<file path="config.mk">
export PLATFORM = sky130hd
export DESIGN_NAME = pc_gen_flat
export DESIGN_NICKNAME = d
export VERILOG_FILES = /design/src/rtl/pc_gen_if.sv /design/src/rtl/pc_gen.sv /design/src/flat_wrapper.sv
export SDC_FILE = /design/constraint.sdc
export NUM_CORES = 1
export LEC_CHECK = 0
export BUFFER_PORTS_ARGS = -buffer_cell sky130_fd_sc_hd__buf_2
export CAP_MARGIN = 0
export CORE_ASPECT_RATIO = 1.75
export CORE_UTILIZATION = 35
export DETAILED_ROUTE_END_ITERATION = 16
export GPL_ROUTABILITY_DRIVEN = 0
export GPL_TIMING_DRIVEN = 0
export SLEW_MARGIN = 5
export SYNTH_ARGS = -nofsm -noshare
export SYNTH_HDL_FRONTEND = slang
export SYNTH_SLANG_ARGS = --single-unit
</file>
<file path="constraint.sdc">
create_clock -name clk -period 6.25 [get_ports clk]
set_input_delay 0.3125 -clock clk [delete_from_list [all_inputs] [get_ports clk]]
set_output_delay 0.3125 -clock clk [all_outputs]
set_load 0.05 [all_outputs]
</file>
<file path="src/rtl/pc_gen_if.sv">
// Fetch-side bus between the PC generator and instruction memory.
// The generator presents PC/FetchValid, imem answers with FetchReady.
interface pc_gen_if #(
    parameter int unsigned WIDTH = 32
);
    logic [WIDTH-1:0] PC;
    logic [WIDTH-1:0] PCPlusInc;
    logic             FetchValid;
    logic             FetchReady;

    modport master (
        output PC,
        output PCPlusInc,
        output FetchValid,
        input  FetchReady
    );

    modport slave (
        input  PC,
        input  PCPlusInc,
        input  FetchValid,
        output FetchReady
    );
endinterface

</file>
<file path="src/rtl/pc_gen.sv">
// Fetch program-counter generator: sequential, branch, jalr and trap
// next-PC modes with stall, halt, misalign detection and fetch counting.
module pc_gen #(
    parameter int unsigned      WIDTH        = 32,
    parameter logic [WIDTH-1:0] RESET_VECTOR = '0,
    parameter int unsigned      INC          = 4,
    parameter int unsigned      CNT_WIDTH    = 16
) (
    input  logic                 clk,
    input  logic                 rst,
    input  logic [1:0]           PCsrc,
    input  logic [WIDTH-1:0]     ImmOP,
    input  logic [WIDTH-1:0]     RS1,
    input  logic [WIDTH-1:0]     TrapVec,
    input  logic                 Stall,
    input  logic                 Halt,
    pc_gen_if.master             fetch,
    output logic                 MisalignErr,
    output logic [WIDTH-1:0]     MisalignAddr,
    output logic [CNT_WIDTH-1:0] FetchCount
);
    localparam logic [WIDTH-1:0] INC_W      = WIDTH'(INC);
    localparam logic [WIDTH-1:0] ALIGN_MASK = WIDTH'(INC - 1);
    localparam logic [WIDTH-1:0] LSB_CLR    = ~WIDTH'(1);

    typedef enum logic [1:0] {
        BOOT = 2'd0,
        RUN  = 2'd1,
        HALT = 2'd2
    } state_t;

    state_t               state_q, state_d;
    logic [WIDTH-1:0]     pc_q, pc_d;
    logic                 fv_q, fv_d;
    logic                 err_q, err_d;
    logic [WIDTH-1:0]     addr_q, addr_d;
    logic [CNT_WIDTH-1:0] cnt_q, cnt_d;

    logic [WIDTH-1:0] target;
    logic             misaligned;
    logic             is_trap;
    logic             is_redir;
    logic             accept;

    always_comb begin
        is_trap  = (PCsrc == 2'b11);
        is_redir = (PCsrc == 2'b01) || (PCsrc == 2'b10);
        if (PCsrc == 2'b01) begin
            target = pc_q + ImmOP;
        end else begin
            target = (RS1 + ImmOP) & LSB_CLR;
        end
        misaligned = |(target & ALIGN_MASK);
        accept = (state_q == RUN) && fv_q
               && fetch.FetchReady && !Stall;
    end

    always_comb begin
        state_d = state_q;
        pc_d    = pc_q;
        err_d   = 1'b0;
        addr_d  = addr_q;
        cnt_d   = cnt_q;
        if (accept && !(&cnt_q)) begin
            cnt_d = cnt_q + CNT_WIDTH'(1);
        end
        unique case (state_q)
            BOOT: state_d = RUN;
            RUN: begin
                unique case (1'b1)
                    is_trap: pc_d = TrapVec;
                    is_redir: begin
                        // Misaligned redirects vector to the trap handler.
                        if (misaligned) begin
                            pc_d   = TrapVec;
                            err_d  = 1'b1;
                            addr_d = target;
                        end else begin
                            pc_d = target;
                        end
                    end
                    default: begin
                        if (Halt) begin
                            state_d = HALT;
                        end else if (!Stall && fetch.FetchReady) begin
                            pc_d = pc_q + INC_W;
                        end
                    end
                endcase
            end
            HALT: begin
                if (is_trap) begin
                    pc_d    = TrapVec;
                    state_d = RUN;
                end
            end
            default: state_d = BOOT;
        endcase
        fv_d = (state_d == RUN);
    end

    always_ff @(posedge clk) begin
        if (rst) begin
            state_q <= BOOT;
            pc_q    <= RESET_VECTOR;
            fv_q    <= 1'b0;
            err_q   <= 1'b0;
            addr_q  <= '0;
            cnt_q   <= '0;
        end else begin
            state_q <= state_d;
            pc_q    <= pc_d;
            fv_q    <= fv_d;
            err_q   <= err_d;
            addr_q  <= addr_d;
            cnt_q   <= cnt_d;
        end
    end

    assign fetch.PC         = pc_q;
    assign fetch.PCPlusInc  = pc_q + INC_W;
    assign fetch.FetchValid = fv_q;
    assign MisalignErr      = err_q;
    assign MisalignAddr     = addr_q;
    assign FetchCount       = cnt_q;
endmodule

</file>
<file path="src/flat_wrapper.sv">
// flat-port wrapper written by rule: the top's interface ports become plain ports
module pc_gen_flat 
#(
    parameter int unsigned      WIDTH        = 32,
    parameter logic [WIDTH-1:0] RESET_VECTOR = '0,
    parameter int unsigned      INC          = 4,
    parameter int unsigned      CNT_WIDTH    = 16
)
  (clk, rst, PCsrc, ImmOP, RS1, TrapVec, Stall, Halt, MisalignErr, MisalignAddr, FetchCount, fetch_PC, fetch_PCPlusInc, fetch_FetchValid, fetch_FetchReady);
  pc_gen_if #(.WIDTH(WIDTH)) fetch_i ();
  input  logic clk;
  input  logic rst;
  input  logic [1:0] PCsrc;
  input  logic [WIDTH-1:0] ImmOP;
  input  logic [WIDTH-1:0] RS1;
  input  logic [WIDTH-1:0] TrapVec;
  input  logic Stall;
  input  logic Halt;
  output logic MisalignErr;
  output logic [WIDTH-1:0] MisalignAddr;
  output logic [CNT_WIDTH-1:0] FetchCount;
  output wire logic [$bits(fetch_i.PC)-1:0] fetch_PC;
  output wire logic [$bits(fetch_i.PCPlusInc)-1:0] fetch_PCPlusInc;
  output wire logic [$bits(fetch_i.FetchValid)-1:0] fetch_FetchValid;
  input wire logic [$bits(fetch_i.FetchReady)-1:0] fetch_FetchReady;
  assign fetch_PC = fetch_i.PC;
  assign fetch_PCPlusInc = fetch_i.PCPlusInc;
  assign fetch_FetchValid = fetch_i.FetchValid;
  assign fetch_i.FetchReady = fetch_FetchReady;
  pc_gen #(.WIDTH(WIDTH), .RESET_VECTOR(RESET_VECTOR), .INC(INC), .CNT_WIDTH(CNT_WIDTH)) u_core (.clk(clk), .rst(rst), .PCsrc(PCsrc), .ImmOP(ImmOP), .RS1(RS1), .TrapVec(TrapVec), .Stall(Stall), .Halt(Halt), .fetch(fetch_i), .MisalignErr(MisalignErr), .MisalignAddr(MisalignAddr), .FetchCount(FetchCount));
endmodule
</file>
==> results of run 1 <==
==> path summary, 6_finish.rpt <==
kind | start | slack (ps) | depth (start not counted) | to
min | TrapVec[1] | 220 | 3 | u_core.fetch.PC[1]
max | u_core.fetch.PC[4] | 2730 | 10 | u_core.fetch.PC[19]
min reg2reg | u_core.MisalignAddr[0] | 460 | 2 | u_core.MisalignAddr[0]
max reg2reg | u_core.fetch.PC[4] | 2730 | 10 | u_core.fetch.PC[19]
==> flip-flops by register name, summed over array words and instances (netlist names) <==
register / cells
u_core.MisalignAddr: 32
u_core.fetch.PC: 32
u_core.FetchCount: 16
u_core.state_q: 2
u_core.MisalignErr: 1
u_core.fetch.FetchValid: 1
==> final cells by class <==
| class | count | share of cell area, % |
|---|---|---|
| flip-flops and latches | 84 | 16.62 |
| inverters | 19 | 0.7049 |
| clock buffers | 12 | 2.535 |
| clock inverters | 4 | 0.4699 |
| plain buffers | 70 | 3.240 |
| well taps | 304 | 3.760 |
| repair buffers | 216 | 10.69 |
| multi-input cells | 922 | 61.98 |
==> metal layers <==
metal	wire, um	vias up	track usage, %
met5	0	-	0
met2	17510	439	51.29
met3	1963	125	3.173
met1	12730	4444	29.42
li1	-	4530	-
met4	2423	0	19.26
==> power by group through the flow <==
stage / Combinational (mW) / Sequential, mW / Clock (mW)
floorplan: 0.638 / 0.756 / 0
global placement: 1.06 / 0.645 / 0
detailed placement: 1.07 / 0.645 / 0
CTS: 1.07 / 0.633 / 0.574
global route: 1.16 / 0.638 / 0.593
finish: 1.08 / 0.634 / 0.574
==> synthesized netlist by cell type (all sizes together) (3+ instances only) <==
master and number:
a211oi 46, a21boi 3, a21o 47, a21oi 94
a221o 7, a221oi 14, a31o 5, a31oi 14
and2 11, and3 12, and4 7, buf 16
clkbuf 54, dfxtp 84, ha 70, inv 18
mux2 5, mux2i 11, nand2 95, nand2b 5
nand3 34, nand4 17, nor2 107, nor2b 7
nor3 35, nor4 3, o2111ai 5, o211ai 8
o21a 17, o21ai 59, o21bai 10, o221a 3
o221ai 10, o22ai 3, o31ai 4, or2 7
or3 14, or4 3, xnor2 49, xor2 41
==> worst register-to-register path: stages (launching register included) <==
cell and delay [ps]:
dfxtp_1 490, ha_1 330, a21oi_1 230, o31a_1 280, a21oi_1 120, o21ai_0 600, or3b_2 510, xor2_1 150
o21ai_0 470, o21a_1 170, o21ai_0 60
==> per-stage QoR <==
| stage | area, um2 | utilization (%) |
|---|---|---|
| CTS | 10120 | 43.19 |
| detailed placement | 9813 | 41.89 |
| finish | 10120 | 43.19 |
| global placement | 9813 | 41.89 |
| global route | 10120 | 43.19 |
| floorplan | 8352 | - |
==> kinds of logic (layout without fill, tap and decap cells) <==
kind of cell	Yosys count	in the layout	share of synthesized area, %
buffers and inverters	89	321	4.779
muxes	16	16	2.037
xor gates and xnor gates	90	90	9.438
DFF	84	84	20.13
AOI/OAI and AO/OA	377	377	31.22
adders and majority gates	72	72	10.97
and+or+nand+nor	367	367	21.42
==> flow_summary_export.csv, run 1 <==
group,metric,value,unit
run_status,status,"completed",
min_path,hold_class,"input pin to register",
critical_path,worst_path_max_delay_cell,"o21ai_0",
cts,cts_buffers,9,
floorplanning,io_pins,217,
timing,setup-tns-final,0,ps
floorplanning,rows,74,
logic_synthesis,ys.flop_type,"dfxtp_1",
timing,relSlewSlack,47.09,%
power,p_int,1.254,mW
layout,most-common-layout-cells,"223 x buf_2, 107 x nor2_1, 94 x nand2_1, 90 x a21oi_1, 84 x dfxtp_1",
critical_path,criticalPathCategory,"register to register",
logic_synthesis,netlist_instances,1095,
layout,nets,1497,
logic_synthesis,avgSynthCellArea,7.627,um2
critical_path,path_common_cell,"o21ai_0",
layout,diodes,0,
timing,min_period,3525,ps
cts,cts_tree,"done",
cts,path_clk_slew,70,ps
logic_synthesis,synth_seq_cells,84,
placed_design,dp_cells,1615,
logic_synthesis,synth_edf_count,0,
timing,tightest_slew,793.7,ps
critical_path,crit_buf_inv,0,
logic_synthesis,syn_area,8352,um2
layout,final-seq-area,1682,um2
drt,first_pass_iters,5,
timing,rsz0062_at_grt,"false",
layout,final-instance-count-excl-fill,1631,
placed_design,portBuffers,216,
logic_synthesis,synth.distinct_cells,92,
cts,cts_hold_buf,0,
logic_synthesis,synthTopCellsByArea,"dfxtp_1 20%, ha_1 10%, a21oi_1 5.4%",
cts,clock_sinks,84,
timing,period_share,56.40,%
grt,grtUsageTotal,27.84,%
timing,final-max-slew-violation-count,0,
critical_path,critPathRequiredTime,6490,ps
critical_path,crit_fanout,7,
power,power,2.290,mW
drt,viasPerCell,5.848,
timing,hold_viol_final,0,
placed_design,place_worst_setup_slack,2830,ps
critical_path,setup.worst_path.end_class,"register",
flow_run,cap_violations,0,
layout,fillers,2479,
power,p_leak,4.625,nW
power,pwr-share-seq,27.7,%
grt,grt_max_degree,14,
cts,worstSkewPairLatency,360,ps
critical_path,crit_chain,"ha_1 -> a21oi_1 -> o31a_1 -> a21oi_1 -> o21ai_0 -> or3b_2 -> xor2_1 -> o21ai_0 -> o21a_1 -> o21ai_0",
power,switching_share,45.24,%
timing,fin_skew,12.87,ps
power,power_density,226.3,nW/um2
floorplanning,coreArea,23430,um2
grt,first_global_vias,9143,
floorplanning,die_area,24510,um2
critical_path,path_delay_family,"compound AO/OA/AOI/OAI gates",
power,p_switching,1.036,mW
layout,post_route_cells_drive_above_1_share,21.70,%
floorplanning,die_width,118.8,um
drt,via_count,9538,
timing,setup_viol,0,
cts,htree_levels,3,
logic_synthesis,synthArstFlopShare,0,%
drt,postRouteAntennaNets,0,
grt,grt_pass1_wl,51400,um
cts,cts_setup_buffers,0,
timing,setup_ws,2725,ps
grt,antenna_found_initial,0,
floorplanning,die_h,206.4,um
drt,wirelength,34630,um
critical_path,worstPathArrival,3760,ps
grt,grt-ovfl-total,0,
timing,hold_slack,224.0,ps
drt,wl_per_cell,21.23,um
logic_synthesis,yosys_warnings,0,
drt,drc,0,
power,clkPwrFrac,25.1,%
power,pwr-share-comb,47.2,%
logic_synthesis,yosysSeqAreaShare,20.13,%
logic_synthesis,syn_nets,1270,
cts,clockBufferDepth,2,
cts,root_buffer,"clkbuf_16",
power,vdd_drop_max,0.1274,mV
logic_synthesis,netlist.top_cell.by_area,"dfxtp_1",
timing,fmax,283.7,MHz
placed_design,dp_hpwl,28300,um
layout,multi_input_area,6271,um2
critical_path,crit_path_max_incr_delay,600,ps
drt,drt_iter0_markers,635,
logic_synthesis,synth_top_cell_area_share,20.13,%
layout,layout_commonest_cell,"buf_2",
cts,cts_resized,0,
critical_path,cp-start-kind,"register",
layout,syn2layout_area_growth,21.14,%
floorplanning,start_util,35.65,%
Power figures use the tool's default switching activity.
==> inputs of run 2 (changes only) <==
==> constraint.sdc (replaced) <==
create_clock -name clk -period 3.4 [get_ports clk]
set_input_delay 0.17 -clock clk [delete_from_list [all_inputs] [get_ports clk]]
set_output_delay 0.17 -clock clk [all_outputs]
set_load 0.05 [all_outputs]
==> flow_summary_export.csv, run 2 (synthesized netlist as in run 1, its figures left out) <==
group,metric,value,unit
run_status,status,"completed",
cts,path_clk_slew,60,ps
placed_design,portBuffers,216,
cts,worstSkewPairLatency,360,ps
cts,cts_setup_buffers,0,
drt,wirelength,34580,um
critical_path,criticalPathCategory,"register to register",
layout,post_route_cells_drive_above_1_share,22.23,%
grt,grt_pass1_wl,51220,um
cts,cts_buffers,9,
critical_path,crit_path_max_incr_delay,490,ps
placed_design,dp_hpwl,28310,um
grt,first_global_vias,9133,
critical_path,crit_fanout,10,
cts,htree_levels,3,
layout,nets,1497,
timing,fin_skew,9.289,ps
power,power_density,416.9,nW/um2
grt,grtUsageTotal,27.78,%
critical_path,cp-start-kind,"register",
drt,drt_iter0_markers,650,
timing,final-max-slew-violation-count,0,
flow_run,cap_violations,0,
power,p_switching,1.908,mW
drt,via_count,9452,
critical_path,critPathRequiredTime,3610,ps
layout,layout_commonest_cell,"buf_2",
floorplanning,rows,74,
power,p_int,2.333,mW
timing,relSlewSlack,45.16,%
critical_path,crit_chain,"ha_1 -> fa_1 -> or3_1 -> o21ai_2 -> nor2b_1 -> or2_1 -> buf_2 -> a21o_4 -> a221o_1 -> a311oi_1 -> a211oi_1",
grt,grt_max_degree,14,
grt,antenna_found_initial,1,
floorplanning,coreArea,23430,um2
drt,postRouteAntennaNets,0,
power,pwr-share-comb,47.0,%
cts,root_buffer,"clkbuf_16",
timing,fmax,309.4,MHz
drt,first_pass_iters,5,
power,pwr-share-seq,27.5,%
grt,grt-ovfl-total,0,
critical_path,worstPathArrival,3440,ps
critical_path,setup.worst_path.end_class,"register",
timing,hold_viol_final,0,
drt,drc,0,
min_path,hold_class,"input pin to register",
floorplanning,die_width,118.8,um
floorplanning,io_pins,217,
timing,min_period,3232,ps
placed_design,place_worst_setup_slack,32.25,ps
timing,setup_ws,168.0,ps
cts,clockBufferDepth,2,
timing,period_share,95.06,%
drt,wl_per_cell,21.19,um
cts,cts_tree,"done",
cts,clock_sinks,84,
cts,cts_hold_buf,0,
layout,most-common-layout-cells,"223 x buf_2, 107 x nor2_1, 94 x nand2_1, 90 x a21oi_1, 83 x dfxtp_1",
floorplanning,start_util,35.65,%
layout,fillers,2500,
timing,setup-tns-final,0,ps
power,power,4.241,mW
timing,tightest_slew,819.6,ps
timing,setup_viol,0,
drt,viasPerCell,5.792,
power,p_leak,4.659,nW
floorplanning,die_h,206.4,um
power,clkPwrFrac,25.4,%
floorplanning,die_area,24510,um2
layout,syn2layout_area_growth,21.78,%
critical_path,worst_path_max_delay_cell,"fa_1",
power,switching_share,44.99,%
layout,final_util,43.42,%
power,vdd_drop_max,0.2642,mV
## run 2: layout make-up
type	count	area, um2	area share [%]
Antenna cell	1	2.502	0.02460
Buffer	70	327.8	3.223
Clock buffer	13	270.3	2.657
Clock inverter	3	43.79	0.4306
Inverter	19	71.32	0.7012
Multi-Input combinational cell	922	6311	62.05
Sequential cell	84	1683	16.55
Tap cell	304	380.4	3.740
Timing Repair Buffer	216	1081	10.63
## run 2: power by group through the flow
stage                     sequential [mW]  combinational, mW  clock (mW)
after floorplan                      1.39               1.17           0
after global placement               1.19               1.95           0
after detailed placement             1.19               1.96           0
after CTS                            1.17               1.97        1.08
after global routing                 1.18               2.14        1.13
final                                1.17               1.99        1.08
## run 2: what timing repair did
item,4_1_cts,5_1_grt
resized for setup,0,7
setup endpoints to repair,0,13
endpoints found under the hold margin,0,0
## run 2: metal layers
metal / GRT usage (%) / up-vias / part of all wire, %
li1: - / 4528 / -
met1: 29.61 / 4384 / 37
met2: 51.07 / 422 / 50
met3: 3.256 / 118 / 5.5
met4: 18.67 / 0 / 7.1
met5: 0 / - / 0
## run 2: through the flow
step                      area, um2  cells  hold WS [ps]
after global placement         9836   1615         439.7
after floorplan                8374   1095         321.9
final                         10170   1632         89.42
after detailed placement       9836   1615         447.1
after global routing          10170   1632         100.2
after CTS                     10150   1631         76.59
## run 2: critical path: cells and delay by family, from the launching register on
family | cells | cell delay (ps)
flops | 1 | 350
simple gates | 3 | 710
buf+inv | 1 | 210
fa+ha+maj | 2 | 730
compound gates | 5 | 1090
## run 2: worst paths after layout
check             cells past startpoint                endpoint                    from  slack [ps]
setup / recovery                     11     u_core.fetch.PC[31]      u_core.fetch.PC[0]         170
hold / removal                        3      u_core.fetch.PC[1]              TrapVec[1]          90
setup reg to reg                     11     u_core.fetch.PC[31]      u_core.fetch.PC[0]         170
hold reg to reg                       2  u_core.MisalignAddr[0]  u_core.MisalignAddr[0]         460
==> inputs of run 3 (changes only) <==
==> constraint.sdc (replaced) <==
create_clock -name clk -period 2.9 [get_ports clk]
set_input_delay 0.145 -clock clk [delete_from_list [all_inputs] [get_ports clk]]
set_output_delay 0.145 -clock clk [all_outputs]
set_load 0.05 [all_outputs]
==> flow_summary_export.csv, run 3 (synthesized netlist as in run 1, its figures left out) <==
group,metric,value,unit
run_status,status,"complete, but fails checks",
run_status,violations,"negative setup slack",
min_path,hold_class,"input pin to register",
timing,min_period,2944,ps
drt,first_pass_iters,7,
cts,root_buffer,"clkbuf_16",
critical_path,crit_path_max_incr_delay,540,ps
timing,fmax,339.7,MHz
layout,diodes,0,
cts,clock_sinks,84,
timing,period_share,101.5,%
grt,grtUsageTotal,28.31,%
critical_path,worst_path_max_delay_cell,"a211oi_1",
critical_path,critPathRequiredTime,3110,ps
cts,htree_levels,3,
power,power_density,465.6,nW/um2
layout,nets,1515,
floorplanning,start_util,35.65,%
critical_path,setup.worst_path.end_class,"register",
grt,grt_max_degree,16,
timing,rsz0062_at_grt,"true",
cts,cts_buffers,9,
grt,first_global_vias,9318,
flow_run,cap_violations,0,
drt,drt_iter0_markers,698,
layout,post_route_cells_drive_above_1_share,30.26,%
floorplanning,coreArea,23430,um2
floorplanning,die_h,206.4,um
layout,most-common-layout-cells,"217 x buf_2, 104 x nor2_1, 92 x nand2_1, 85 x a21oi_1, 61 x dfxtp_1",
timing,tightest_slew,869.9,ps
grt,grt_pass1_wl,52230,um
cts,path_clk_slew,70,ps
placed_design,dp_hpwl,28400,um
drt,via_count,9671,
power,p_leak,4.860,nW
critical_path,path_common_cell,"a211oi_1",
timing,setup_viol,4,
timing,setup_ws,-43.88,ps
drt,viasPerCell,5.865,
power,vdd_drop_max,0.3251,mV
layout,syn2layout_area_growth,29.77,%
drt,wl_per_cell,21.53,um
critical_path,worstPathArrival,3150,ps
grt,grt-ovfl-total,0,
critical_path,crit_chain,"ha_1 -> buf_2 -> nand2_1 -> o21ai_1 -> nor3b_2 -> a2111oi_4 -> a211oi_1 -> a211oi_2 -> mux2i_1 -> xor2_1 -> a211oi_1",
floorplanning,rows,74,
critical_path,cp-start-kind,"register",
timing,hold_viol_final,0,
layout,fin_area,10840,um2
cts,clockBufferDepth,2,
placed_design,place_area,9985,um2
drt,postRouteAntennaNets,0,
critical_path,reg2reg_slack,-40,ps
grt,antenna_found_initial,0,
critical_path,crit_fanout,8,
cts,worstSkewPairLatency,360,ps
floorplanning,die_area,24510,um2
timing,relSlewSlack,41.80,%
floorplanning,die_width,118.8,um
floorplanning,io_pins,217,
drt,drc,0,
power,power,5.047,mW
timing,fin_skew,15.04,ps
critical_path,criticalPathCategory,"register to register",
placed_design,portBuffers,216,
cts,cts_tree,"done",
layout,layout_commonest_cell,"buf_2",
timing,final-max-slew-violation-count,0,
drt,wirelength,35510,um
layout,final_util,46.27,%
[run 3: cell types whose count changed in the layout (fill, tap and decap cells not counted), moves of 6 or more]
cell	previous run	this run
a221oi_1	14	8
a221oi_2	0	6
buf_2	223	217
buf_4	3	28
clkbuf_1	53	44
dfxtp_1	83	61
dfxtp_2	1	18
ha_1	70	57
ha_4	0	8
xnor2_1	46	40
[run 3: report_power, final]
group / leakage, nW / switching (mW) / internal (mW) / total, mW
Combinational: 4.03 / 1.65 / 0.856 / 2.50
Clock: 0.135 / 0.550 / 0.612 / 1.16
Sequential: 0.696 / 0.139 / 1.24 / 1.38
[run 3: critical path, delay by kind of cell (launching register included)]
kind	cells	cell delay (ps)
multiplexers	1	190
buffers and inverters	1	190
AO/OA/AOI/OAI	5	1030
adder cells (fa/ha/maj)	1	290
XOR/XNOR	1	200
AND/OR/NAND/NOR	2	510
flip-flops	1	380
[run 3: per-stage QoR]
step / TNS [ps] / cells / setup WS, ps / hold WS [ps]
2_1_floorplan: 0 / 1095 / 2.214 / 286.5
3_3_place_gp: -4767 / 1615 / -354.2 / 408.9
3_5_place_dp: -5169 / 1615 / -399.9 / 407.7
4_1_cts: -65.24 / 1641 / -63.67 / 33.81
5_1_grt: -581.5 / 1649 / -132.3 / 51.07
6_report: -93.22 / 1649 / -43.88 / 42.16
[run 3: final cells by class]
type	count	area (um2)
Timing Repair Buffer	238	1264
Inverter	19	71.32
Fill cell	2424	12590
Clock inverter	6	46.29
Buffer	66	329.1
Multi-Input combinational cell	922	6785
Clock buffer	10	239.0
Tap cell	304	380.4
Sequential cell	84	1723
[run 3: layer usage]
metal  vias to the layer above  routed length [um]  share of wire [%]  global-route usage (%)
met5                         -                   0                  0                       0
met4                         0                2414                6.8                   19.98
met3                       121                1929                5.4                   3.615
met2                       442               18070                 51                   52.03
met1                      4535               13090                 37                   29.65
li1                       4573                   -                  -                       -
[run 3: repair_timing]
action | CTS | global route
buffers inserted | 12 | 11
hold buffers | 0 | 0
resized for setup | 38 | 65
pin swaps | 18 | 26
setup endpoints to repair | 35 | 48
[run 3: path summary, 6_finish.rpt]
| path | start | to | cells past startpoint |
|---|---|---|---|
| worst min register to register | u_core.MisalignAddr[7] | u_core.MisalignAddr[7] | 2 |
| worst min-delay path | TrapVec[1] | u_core.fetch.PC[1] | 3 |
| worst max register to register | u_core.fetch.PC[13] | u_core.MisalignAddr[31] | 11 |
| worst max-delay path | u_core.fetch.PC[13] | u_core.MisalignAddr[31] | 11 |
